===== src/rtl/cim_inst_encoder.sv =====
// Expands one field-level CIM request into count+1 packed instruction words and
// streams them through a small FWFT FIFO. Optional macro: CIM_ENC_ADDR_CHECK_EN.
module cim_inst_encoder #(
    parameter int FIFO_DEPTH = 4,
    parameter int OP_W       = 8,
    parameter int ADDR_W     = 8,
    parameter int INST_W     = OP_W + 3 * ADDR_W,
    parameter int CNT_W      = 16
) (
    input  logic              clk,
    input  logic              rst_n,
    input  logic              req_valid,
    output logic              req_ready,
    input  logic [OP_W-1:0]   req_op,
    input  logic [ADDR_W-1:0] req_s1,
    input  logic [ADDR_W-1:0] req_s2,
    input  logic [ADDR_W-1:0] req_d1,
    input  logic [ADDR_W-1:0] req_count,
    output logic              inst_valid,
    input  logic              inst_ready,
    output logic [INST_W-1:0] inst_word,
    output logic              busy,
    output logic [CNT_W-1:0]  issued_cnt,
    output logic              err_ovf
);

    localparam int PTR_W = $clog2(FIFO_DEPTH);

    typedef enum logic {
        IDLE,
        EXPAND
    } state_t;

    state_t              state_reg, state_next;
    logic [OP_W-1:0]     op_reg, op_next;
    logic [ADDR_W-1:0]   s1_reg, s1_next;
    logic [ADDR_W-1:0]   s2_reg, s2_next;
    logic [ADDR_W-1:0]   d1_reg, d1_next;
    logic [ADDR_W-1:0]   rem_reg, rem_next;

    logic [INST_W-1:0]   fifo_mem [FIFO_DEPTH];
    logic [PTR_W-1:0]    wr_ptr_reg, rd_ptr_reg;
    logic [PTR_W:0]      occ_reg;
    logic [CNT_W-1:0]    issued_cnt_reg;

    logic                accept;
    logic                push;
    logic                pop;
    logic                full;
    logic                empty;
    logic                addr_ovf;

    assign empty      = (occ_reg == '0);
    assign full       = (occ_reg == (PTR_W + 1)'(FIFO_DEPTH));
    assign pop        = !empty && inst_ready;
    assign req_ready  = rst_n && (state_reg == IDLE);
    assign accept     = req_valid && req_ready;
    assign inst_valid = !empty;
    // Head entry is exposed directly; an empty FIFO shows zero rather than stale data.
    assign inst_word  = empty ? '0 : fifo_mem[rd_ptr_reg];
    assign busy       = (state_reg == EXPAND) || !empty;
    assign issued_cnt = issued_cnt_reg;

`ifdef CIM_ENC_ADDR_CHECK_EN
    logic [2:0]          ovf_bits;
    logic [ADDR_W-1:0]   base_addr [3];
    logic                err_ovf_reg;

    assign base_addr[0] = req_s1;
    assign base_addr[1] = req_s2;
    assign base_addr[2] = req_d1;

    // Carry out of the (ADDR_W+1)-bit sum means the last word would run past the top.
    generate
        for (genvar gi = 0; gi < 3; gi++) begin : g_ovf
            logic [ADDR_W:0] end_addr;
            assign end_addr     = {1'b0, base_addr[gi]} + {1'b0, req_count};
            assign ovf_bits[gi] = end_addr[ADDR_W];
        end
    endgenerate

    assign addr_ovf = |ovf_bits;
    assign err_ovf  = err_ovf_reg;

    always_ff @(posedge clk) begin
        if (!rst_n) begin
            err_ovf_reg <= 1'b0;
        end else if (accept && addr_ovf) begin
            err_ovf_reg <= 1'b1;
        end
    end
`else
    assign addr_ovf = 1'b0;
    assign err_ovf  = 1'b0;
`endif

    always_comb begin
        state_next = state_reg;
        op_next    = op_reg;
        s1_next    = s1_reg;
        s2_next    = s2_reg;
        d1_next    = d1_reg;
        rem_next   = rem_reg;
        push       = 1'b0;
        case (state_reg)
            IDLE: begin
                if (accept && !addr_ovf) begin
                    op_next    = req_op;
                    s1_next    = req_s1;
                    s2_next    = req_s2;
                    d1_next    = req_d1;
                    rem_next   = req_count;
                    state_next = EXPAND;
                end
            end
            EXPAND: begin
                // A pop on the same edge frees the slot being written.
                if (!full || pop) begin
                    push    = 1'b1;
                    s1_next = s1_reg + 1'b1;
                    s2_next = s2_reg + 1'b1;
                    d1_next = d1_reg + 1'b1;
                    if (rem_reg == '0) begin
                        state_next = IDLE;
                    end else begin
                        rem_next = rem_reg - 1'b1;
                    end
                end
            end
            default: state_next = IDLE;
        endcase
    end

    always_ff @(posedge clk) begin
        if (!rst_n) begin
            state_reg <= IDLE;
            op_reg    <= '0;
            s1_reg    <= '0;
            s2_reg    <= '0;
            d1_reg    <= '0;
            rem_reg   <= '0;
        end else begin
            state_reg <= state_next;
            op_reg    <= op_next;
            s1_reg    <= s1_next;
            s2_reg    <= s2_next;
            d1_reg    <= d1_next;
            rem_reg   <= rem_next;
        end
    end

    always_ff @(posedge clk) begin
        if (push) begin
            fifo_mem[wr_ptr_reg] <= {op_reg, s1_reg, s2_reg, d1_reg};
        end
    end

    always_ff @(posedge clk) begin
        if (!rst_n) begin
            wr_ptr_reg     <= '0;
            rd_ptr_reg     <= '0;
            occ_reg        <= '0;
            issued_cnt_reg <= '0;
        end else begin
            if (push) begin
                wr_ptr_reg <= wr_ptr_reg + 1'b1;
            end
            if (pop) begin
                rd_ptr_reg     <= rd_ptr_reg + 1'b1;
                issued_cnt_reg <= issued_cnt_reg + 1'b1;
            end
            case ({push, pop})
                2'b10:   occ_reg <= occ_reg + 1'b1;
                2'b01:   occ_reg <= occ_reg - 1'b1;
                default: occ_reg <= occ_reg;
            endcase
        end
    end

endmodule


===== config.mk =====
export PLATFORM = sky130hd
export DESIGN_NAME = cim_inst_encoder
export DESIGN_NICKNAME = d
export VERILOG_FILES = /design/src/rtl/cim_inst_encoder.sv
export SDC_FILE = /design/constraint.sdc
export NUM_CORES = 1
export LEC_CHECK = 0
export ABC_AREA = 1
export BUFFER_PORTS_ARGS = -buffer_cell sky130_fd_sc_hd__buf_2
export CELL_PAD_IN_SITES_DETAIL_PLACEMENT = 0
export CELL_PAD_IN_SITES_GLOBAL_PLACEMENT = 1
export CORE_ASPECT_RATIO = 1.4
export CORE_MARGIN = 5
export CORE_UTILIZATION = 32
export CTS_BUF_LIST = sky130_fd_sc_hd__clkbuf_8
export DETAILED_ROUTE_END_ITERATION = 10
export HOLD_SLACK_MARGIN = 0.05
export MAX_ROUTING_LAYER = met4
export PLACE_DENSITY = 0.71
export SLEW_MARGIN = 20
export SYNTH_ARGS = -nofsm -noshare
export SYNTH_HDL_FRONTEND = slang
export SYNTH_SLANG_ARGS = --single-unit

===== constraint.sdc =====
create_clock -name clk -period 3.6 [get_ports clk]
set_input_delay 0.72 -clock clk [delete_from_list [all_inputs] [get_ports clk]]
set_output_delay 0.72 -clock clk [all_outputs]
set_load 0.01 [all_outputs]

Yosys cells after proc, flatten, opt, wreduce, memory -nomap -nowiden
Memories as Yosys holds them, arrays and structs flattened. A register that Yosys moved wholly into a read port is not among the register bits.
Index checks and enable logic that the tools add are counted.
Storage, ports and cells
  bits in registers: 64
  bits of input ports: 44
  ROM bits: 0
  bits in writable memories: 128
  memories kept: 1
  bits in latches: 0
  word-level logic and storage cells: 65
Memory list
  fifo_mem: depth 4, bits a word 32, read ports 1, clocked after Yosys merged registers in 1, write ports 1, line 41  | logic [INST_W-1:0] fifo_mem [FIFO_DEPTH];
Cells by class
  add/subtract/negate cells: 9
  multiply operators: 0
  shifts and indexed selects: 0
  $lt $le $gt $ge: 0
  div/mod/pow operators: 0
  eq/ne operators: 6
  bitwise gates (word level): 1
  reductions and logical operators: 13
  multiplexer cells: 25
Operator list (count)
  8-bit 2-to-1 mux: 9
  8-bit one-hot mux with 2 select lines: 4
  32-bit 2-to-1 mux: 1
  8-bit by 1-bit adder with 8-bit output, second input constant: 3
  16-bit by 1-bit adder with 16-bit output, second input constant: 1
  8-bit zero test: 1
  8-bit by 1-bit subtractor with 8-bit output, second input constant: 1
  1-bit 2-to-1 mux: 7
  3-bit one-hot mux with 2 select lines: 1
  2-bit by 1-bit adder with 2-bit output, second input constant: 2
  2-bit 2-to-1 mux: 2
  2-bit inequality test, second input constant: 2
  2-bit AND reduction: 2
  3-bit by 1-bit adder with 3-bit output, second input constant: 1
  3-bit == test, second input constant: 1
  1-bit logical AND: 3
  3-bit zero test: 1
  3-bit AND reduction: 1
  3-bit by 1-bit subtractor with 3-bit output, second input constant: 1
  2-bit by 1-bit == test with 1-bit output, second input constant: 1
  2-bit == test, second input constant: 1
  1-bit zero test: 2
  1-bit logical OR: 2
  2-bit by 1-bit inequality test with 1-bit output, second input constant: 1
  3 further kinds: 3

Depth between registers and ports, before layout
Gate-level depths: netlist of the first run.
  word-level depth: 8
  depth in mapped cells: 11

Worst setup path after synthesis of the first run
OpenSTA, ideal clock, no wires.
  path type: in2reg
  start: in inst_ready
  end: mem fifo_mem[0][0] (netlist name) (enable)
  required time: 3.179 ns
  cell stages on the path: 4
  setup slack: 0.833 ns
  library setup time: 0.421 ns
  data arrival time: 2.346 ns
  cell sequence: nor2_1 -> nand2_1 -> nand2_4 -> nor2_1
On the way
  longest elaborated chain between the ends: 6
Ends and longest elaborated chain
  from (decl): line 20  | input logic inst_ready,
  1-bit logical AND: line 55  | assign pop = !empty && inst_ready;
  1-bit logical OR: line 118  | if (!full || pop) begin
  1-bit 2-to-1 mux: line 118
  1-bit 2-to-1 mux: line 105  | case (state_reg)
  1-bit 2-to-1 mux: line 153  | if (push) begin
  1-bit 2-to-1 mux (implied by the code): line 154  | fifo_mem[wr_ptr_reg] <= {op_reg, s1_reg, s2_reg, d1_reg};
  to (decl): line 41
Every way passes these cells.

==> results of run 1 <==
[where the power goes]
part | switching, mW | leakage [nW] | total, mW | internal, mW
clock | 0.766 | 0.182 | 1.32 | 0.554
combinational | 0.976 | 1.78 | 1.45 | 0.476
sequential | 0.131 | 1.72 | 2.67 | 2.54
[metal layers]
layer	up-vias	share of wire, %	GRT usage, %
met5	-	0	-
li1	3285	-	-
met4	0	2.0	4.75
met1	3019	42	16.4
met2	152	52	25.2
met3	32	4.6	3.24
[worst max-delay path, cell delays in order (launching register included)]
cell and delay, ns:
dfxtp_2 0.34, clkinv_1 0.67, buf_4 0.48, o21ai_0 0.20, a21oi_1 0.09, buf_2 0.16
[cell families (layout without fill, tap and decap cells)]
group,count (synthesis),in the layout
flops,194,194
fa+ha+maj,11,11
simple gates,418,418
xor+xnor,3,3
other cells,1,5
buf+inv,106,200
compound gates,194,194
[per-stage QoR]
step / instances / total power, mW
2_1_floorplan: 927 / 3.64
3_3_place_gp: 1314 / 4.20
3_5_place_dp: 1314 / 4.21
4_1_cts: 1345 / 5.53
5_1_grt: 1349 / 5.81
6_report: 1349 / 5.44
[synthesized netlist by cell type, drive strengths merged]
| cell type | instances | share of area [%] |
|---|---|---|
| xor2 | 3 | 0.31 |
| nor3b | 1 | 0.088 |
| ha | 10 | 1.5 |
| fa | 1 | 0.24 |
| o21ai | 112 | 6.6 |
| dfxtp | 66 | 16 |
| clkbuf | 17 | 0.75 |
| clkinv | 1 | 0.044 |
| nand4 | 7 | 0.51 |
| a21oi | 69 | 4.1 |
| nand2 | 144 | 6.6 |
| and3 | 3 | 0.22 |
| nor2b | 1 | 0.074 |
| buf | 28 | 1.8 |
| conb | 1 | 0.044 |
| edfxtp | 128 | 45 |
| nor2 | 207 | 9.3 |
| a211oi | 6 | 0.53 |
| inv | 60 | 2.6 |
| nand3b | 2 | 0.18 |
| a31oi | 6 | 0.44 |
| o22ai | 1 | 0.074 |
| nand3 | 40 | 2.4 |
| or2 | 5 | 0.37 |
| nor3 | 8 | 0.59 |
[cells in the final DEF, fill, tap and decap left out, types with 10 or more instances in the layout]
cell / netlist / layout
ha_1: 10 / 10
a21oi_1: 68 / 68
nand2_1: 139 / 139
nor2_2: 6 / 10
buf_4: 3 / 14
nand3_1: 40 / 40
clkbuf_8: 0 / 17
dfxtp_1: 66 / 65
nor2_1: 201 / 197
edfxtp_1: 128 / 128
inv_1: 55 / 56
buf_2: 13 / 94
o21ai_0: 107 / 107
[area by class of cell]
class                      count  area, sq um
fill                        2616        16500
sequential                   194         5170
multi-input combinational    627         2910
timing repair buffer         108          576
tap                          324          405
clock buffer                  17          234
inverter                      61          229
clock inverter                14          129
antenna                        4         10.0
[worst min path at each step]
stage                          endpoint  slack [ns]
after floorplan              occ_reg[0]        0.45
after detailed placement  issued_cnt[8]        0.48
after global routing          op_reg[6]        0.43
final                         op_reg[0]        0.47
after CTS                     op_reg[0]        0.43
after global placement       occ_reg[0]        0.47
==> results.json, run 1 <==
{
  "crit_arrival_ns": 2.40,
  "cts.clk_slew.worst_paths_ns": 0.09,
  "drc": 0,
  "slew_headroom_pct": 41.4,
  "setup_viol": 0,
  "synth_compound_area_share_pct": 11.7,
  "drv_slew": 0,
  "fp.dieArea_sq_um": 30000,
  "syn_avg_cell_area_sq_um": 9.18,
  "finalCriticalPeriod_ns": 3.12,
  "drtIter0Drc": 299,
  "dp_worst_setup_slack_ns": 0.907,
  "wirelength_mm": 20.9,
  "cts_made_buffers": 17,
  "finalClockSkew_ns": 0.0190,
  "grt_pass1_wl_mm": 33.0,
  "tightest_slew_ns": 0.874,
  "vias": 6488,
  "endpoint_kind": "primary output",
  "clock_latency_ns": 0.46,
  "leakage_nw": 3.68,
  "synth_simple_gate_area_share_pct": 20.3,
  "synth-xor-area-share_pct": 0.309,
  "ir_drop_uv": 216,
  "dr.pass1.iters": 4,
  "clockBufferDepth": 2,
  "via_per_inst": 4.81,
  "cts_hold_buffers": 0,
  "r2r-end": "s2_reg[3]",
  "io_pins": 96,
  "rrSetupSlack_ns": 1.68,
  "design_area_sq_um": 9660,
  "htreeDepth": 4,
  "ys_ff_latch": 194,
  "synthesis.instances": 927,
  "grt_overflow": 0,
  "synthMuxAreaShare_pct": 0,
  "max_freq_mhz": 320,
  "status": "finished, final reports clean",
  "fin_setup_tns_ns": 0,
  "die_h_microns": 203,
  "fin_util_pct": 36.9,
  "syn_area_sq_um": 8510,
  "hold_path.startpoint": "req_op[0]",
  "timing.rr.start": "state_reg",
  "cts-resized-gates": 0,
  "p_per_area_nw_per_um2": 564,
  "coreArea_sq_um": 26200,
  "critPathRequiredTime_ns": 2.88,
  "hold_violations": 0,
  "wl_per_cell_microns": 15.5,
  "nets": 1064,
  "drtAntennaViolNets": 0,
  "crit_fanout": 34,
  "rr_worst_depth": 8,
  "cts_root_buf": "clkbuf_8",
  "synth_cell_types": 36,
  "clock_sinks": 194,
  "grt_pass1_vias": 6316,
  "row_count": 70,
  "yosysWarningCount": 0,
  "area_growth_syn_to_layout_pct": 13.5,
  "critical_path_class": "flop to primary output",
  "worstSetupEndpoint": "inst_word[14]",
  "cp-start-kind": "flop",
  "grt_start_max_net_pins": 65,
  "dp_hpwl_mm": 14.1,
  "period_share_pct": 86.7,
  "max_cap_violations": 0,
  "io_buffers": 94,
  "post_cts_buffers": 0,
  "yosysSeqAreaShare_pct": 60.7,
  "largest_register_ffs": 128,
  "synthAdderAreaFrac_pct": 1.70,
  "final_layout_size_suffix_gt1_share_pct": 16.2,
  "syn_nets": 982,
  "antenna_found_initial": 4,
  "fp.dieW_microns": 148,
  "whs_ns": 0.466,
  "gr-usage-all-layers_pct": 14.4,
  "place_area_sq_um": 9290,
  "setup_ws_ns": 0.479,
  "start_util_pct": 32.5,
  "synth_top_family_by_area": "simple AND/OR/NAND/NOR gates",
  "cts_tree": "done",
  "place.gp.congestion": 0.798,
  "rsz0062_at_grt": "no",
  "whs_path_depth": 3,
  "hold_class": "primary input to flop"
}
Note: power is estimated with default switching activity, not from simulation.
==> run 2, diff against run 1 <==
Settings changed: ABC_AREA 1 to unset, GPL_ROUTABILITY_DRIVEN set to 0, PLACE_DENSITY 0.71 to 0.68, REMOVE_ABC_BUFFERS set to 1.
==> results.json, run 2 <==
{
  "max_freq_mhz": 346,
  "ys.flop_type": "edfxtp_1",
  "fp.dieW_microns": 146,
  "cts-resized-gates": 0,
  "yosys.area.top_type_share_pct": 46.3,
  "critical_path_class": "flop to primary output",
  "die_h_microns": 201,
  "slew_headroom_pct": 45.7,
  "final_layout_size_suffix_gt1_share_pct": 24.3,
  "io_buffers": 94,
  "wl_met1_mm": 8.05,
  "cp-start-kind": "flop",
  "fp.dieArea_sq_um": 29300,
  "diodes": 0,
  "fin_setup_tns_ns": 0,
  "crit_fanout": 25,
  "nets": 787,
  "yosysTopAreaCell": "edfxtp_1",
  "whs_ns": 0.442,
  "gr-usage-all-layers_pct": 14.0,
  "coreArea_sq_um": 25500,
  "critPathRequiredTime_ns": 2.88,
  "wl_per_cell_microns": 18.3,
  "htreeDepth": 4,
  "drv_slew": 0,
  "dp.cells": 1032,
  "ys_ff_latch": 194,
  "cts_root_buf": "clkbuf_8",
  "area_growth_syn_to_layout_pct": 14.2,
  "tightest_slew_ns": 0.806,
  "grt_start_max_net_pins": 50,
  "crit_buf_inv": 2,
  "antenna_found_initial": 0,
  "layout_common_cells": "128 x edfxtp_1, 94 x buf_2, 64 x dfxtp_1",
  "layout.cells.non_filler": 1064,
  "post_cts_buffers": 0,
  "synth_cell_types": 57,
  "fill_cells": 2453,
  "rsz0062_at_grt": "no",
  "crit_arrival_ns": 2.17,
  "via_per_inst": 4.99,
  "cts_tree": "done",
  "grt_pass1_wl_mm": 31.2,
  "syn_avg_cell_area_sq_um": 12.9,
  "rrSetupSlack_ns": 1.25,
  "critPathMaxStageDelay_ns": 0.58,
  "drtIter0Drc": 229,
  "grt_pass1_vias": 5577,
  "status": "finished, final reports clean",
  "wirelength_mm": 19.4,
  "dp_hpwl_mm": 12.8,
  "syn_area_sq_um": 8310,
  "crit_chain": "buf_12 -> mux4_2 -> nor2b_1 -> buf_2",
  "endpoint_kind": "primary output",
  "p_per_area_nw_per_um2": 630,
  "clock_latency_ns": 0.46,
  "yosysWarningCount": 0,
  "fin_util_pct": 37.3,
  "synth_most_common_cell": "edfxtp_1",
  "synthesis.instances": 645,
  "slowest_stage": "mux4_2",
  "cts.clk_slew.worst_paths_ns": 0.09,
  "leakage_nw": 3.34,
  "multi_input_area_sq_um": 2910,
  "hold_class": "primary input to flop",
  "ir_drop_uv": 202,
  "start_util_pct": 32.6,
  "cts_made_buffers": 17,
  "period_share_pct": 80.3,
  "yosysSeqAreaShare_pct": 62.2,
  "cts_hold_buffers": 0,
  "regArea_sq_um": 5170,
  "dr.pass1.iters": 4,
  "ys_top_cells_by_count": "128 x edfxtp_1, 66 x dfxtp_1, 55 x nand2_1, 44 x a21oi_1, 44 x nor2b_1",
  "io_pins": 96,
  "final_common_cell": "edfxtp_1",
  "wl_met2_mm": 10.4,
  "synth_area_leaders": "edfxtp_1 46%, dfxtp_1 16%, mux4_2 8.7%, nor2b_1 3.3%, a21oi_1 2.7%",
  "hold_violations": 0,
  "synthArstFlopShare_pct": 0,
  "total_power_mw": 5.98,
  "setup_viol": 0,
  "synth_edf_count": 128,
  "drtAntennaViolNets": 0,
  "route.met3.wl_microns": 667,
  "finalCriticalPeriod_ns": 2.89,
  "largest_register_ffs": 128,
  "highest_layer": "met4",
  "grt_overflow": 0,
  "clock_sinks": 194,
  "vias": 5308,
  "finalClockSkew_ns": 0.0167,
  "clockBufferDepth": 2,
  "max_cap_violations": 0,
  "row_count": 69,
  "drc": 0,
  "critPathTopFamily": "multiplexers"
}
run 2: changes by cell type after synthesis, moves of 16 or more:
cell	delta
nor2_1	-172
nor2b_1	+43
nand3_1	-16
nand2_1	-84
mux4_2	+32
inv_1	-41
a21oi_1	-24
o21ai_0	-78
run 2: metrics by stage:
stage                     setup WS (ns)  area (sq um)
after detailed placement          0.905          9130
after CTS                         0.590          9490
after global routing              0.519          9490
after floorplan                   0.311          8130
final                             0.711          9490
after global placement            0.895          9130
run 2: cell type report:
type	count	share of cell area (%)
Timing Repair Buffer	108	6.20
Inverter	15	0.593
Multi-Input combinational cell	396	30.7
Clock inverter	15	1.36
Tap cell	319	4.21
Clock buffer	17	2.47
Sequential cell	194	54.5
run 2: worst paths after layout:
kind / startpoint / to / cells past startpoint
worst min-delay path: req_op[4] / op_reg[4] / 3
worst min register to register: rem_reg[7] / rem_reg[7] / 2
worst max-delay path: flop / inst_word[6] / 4
worst max register to register: state_reg / fifo_mem[2][8] / 3
run 2: power breakdown:
part	switching [mW]	total [mW]	internal, mW
clock	0.726	1.33	0.600
combinational	0.997	1.81	0.811
sequential	0.205	2.84	2.64
total	1.93	5.98	4.05
run 2: worst register-to-register path, stage by stage, from the launching register on:
cell and delay, ns:
dfxtp_2 0.55, buf_4 0.47, and3_1 0.52, buf_4 0.46
run 2: cell families after synthesis:
group	after synthesis	share of synthesized area (%)
XOR/XNOR	12	1.26
other	1	0.0451
multiplexers	36	9.16
AND/OR/NAND/NOR	213	13.3
flip-flops	194	62.2
buffers and inverters	55	2.83
adder cells (fa/ha/maj)	11	1.75
AO/OA/AOI/OAI	123	9.52
run 2: routing by layer:
layer | global-route usage, % | up-vias
met5 | - | -
met4 | 4.44 | 0
met3 | 2.62 | 15
met2 | 24.6 | 93
met1 | 16.1 | 2615
li1 | - | 2585
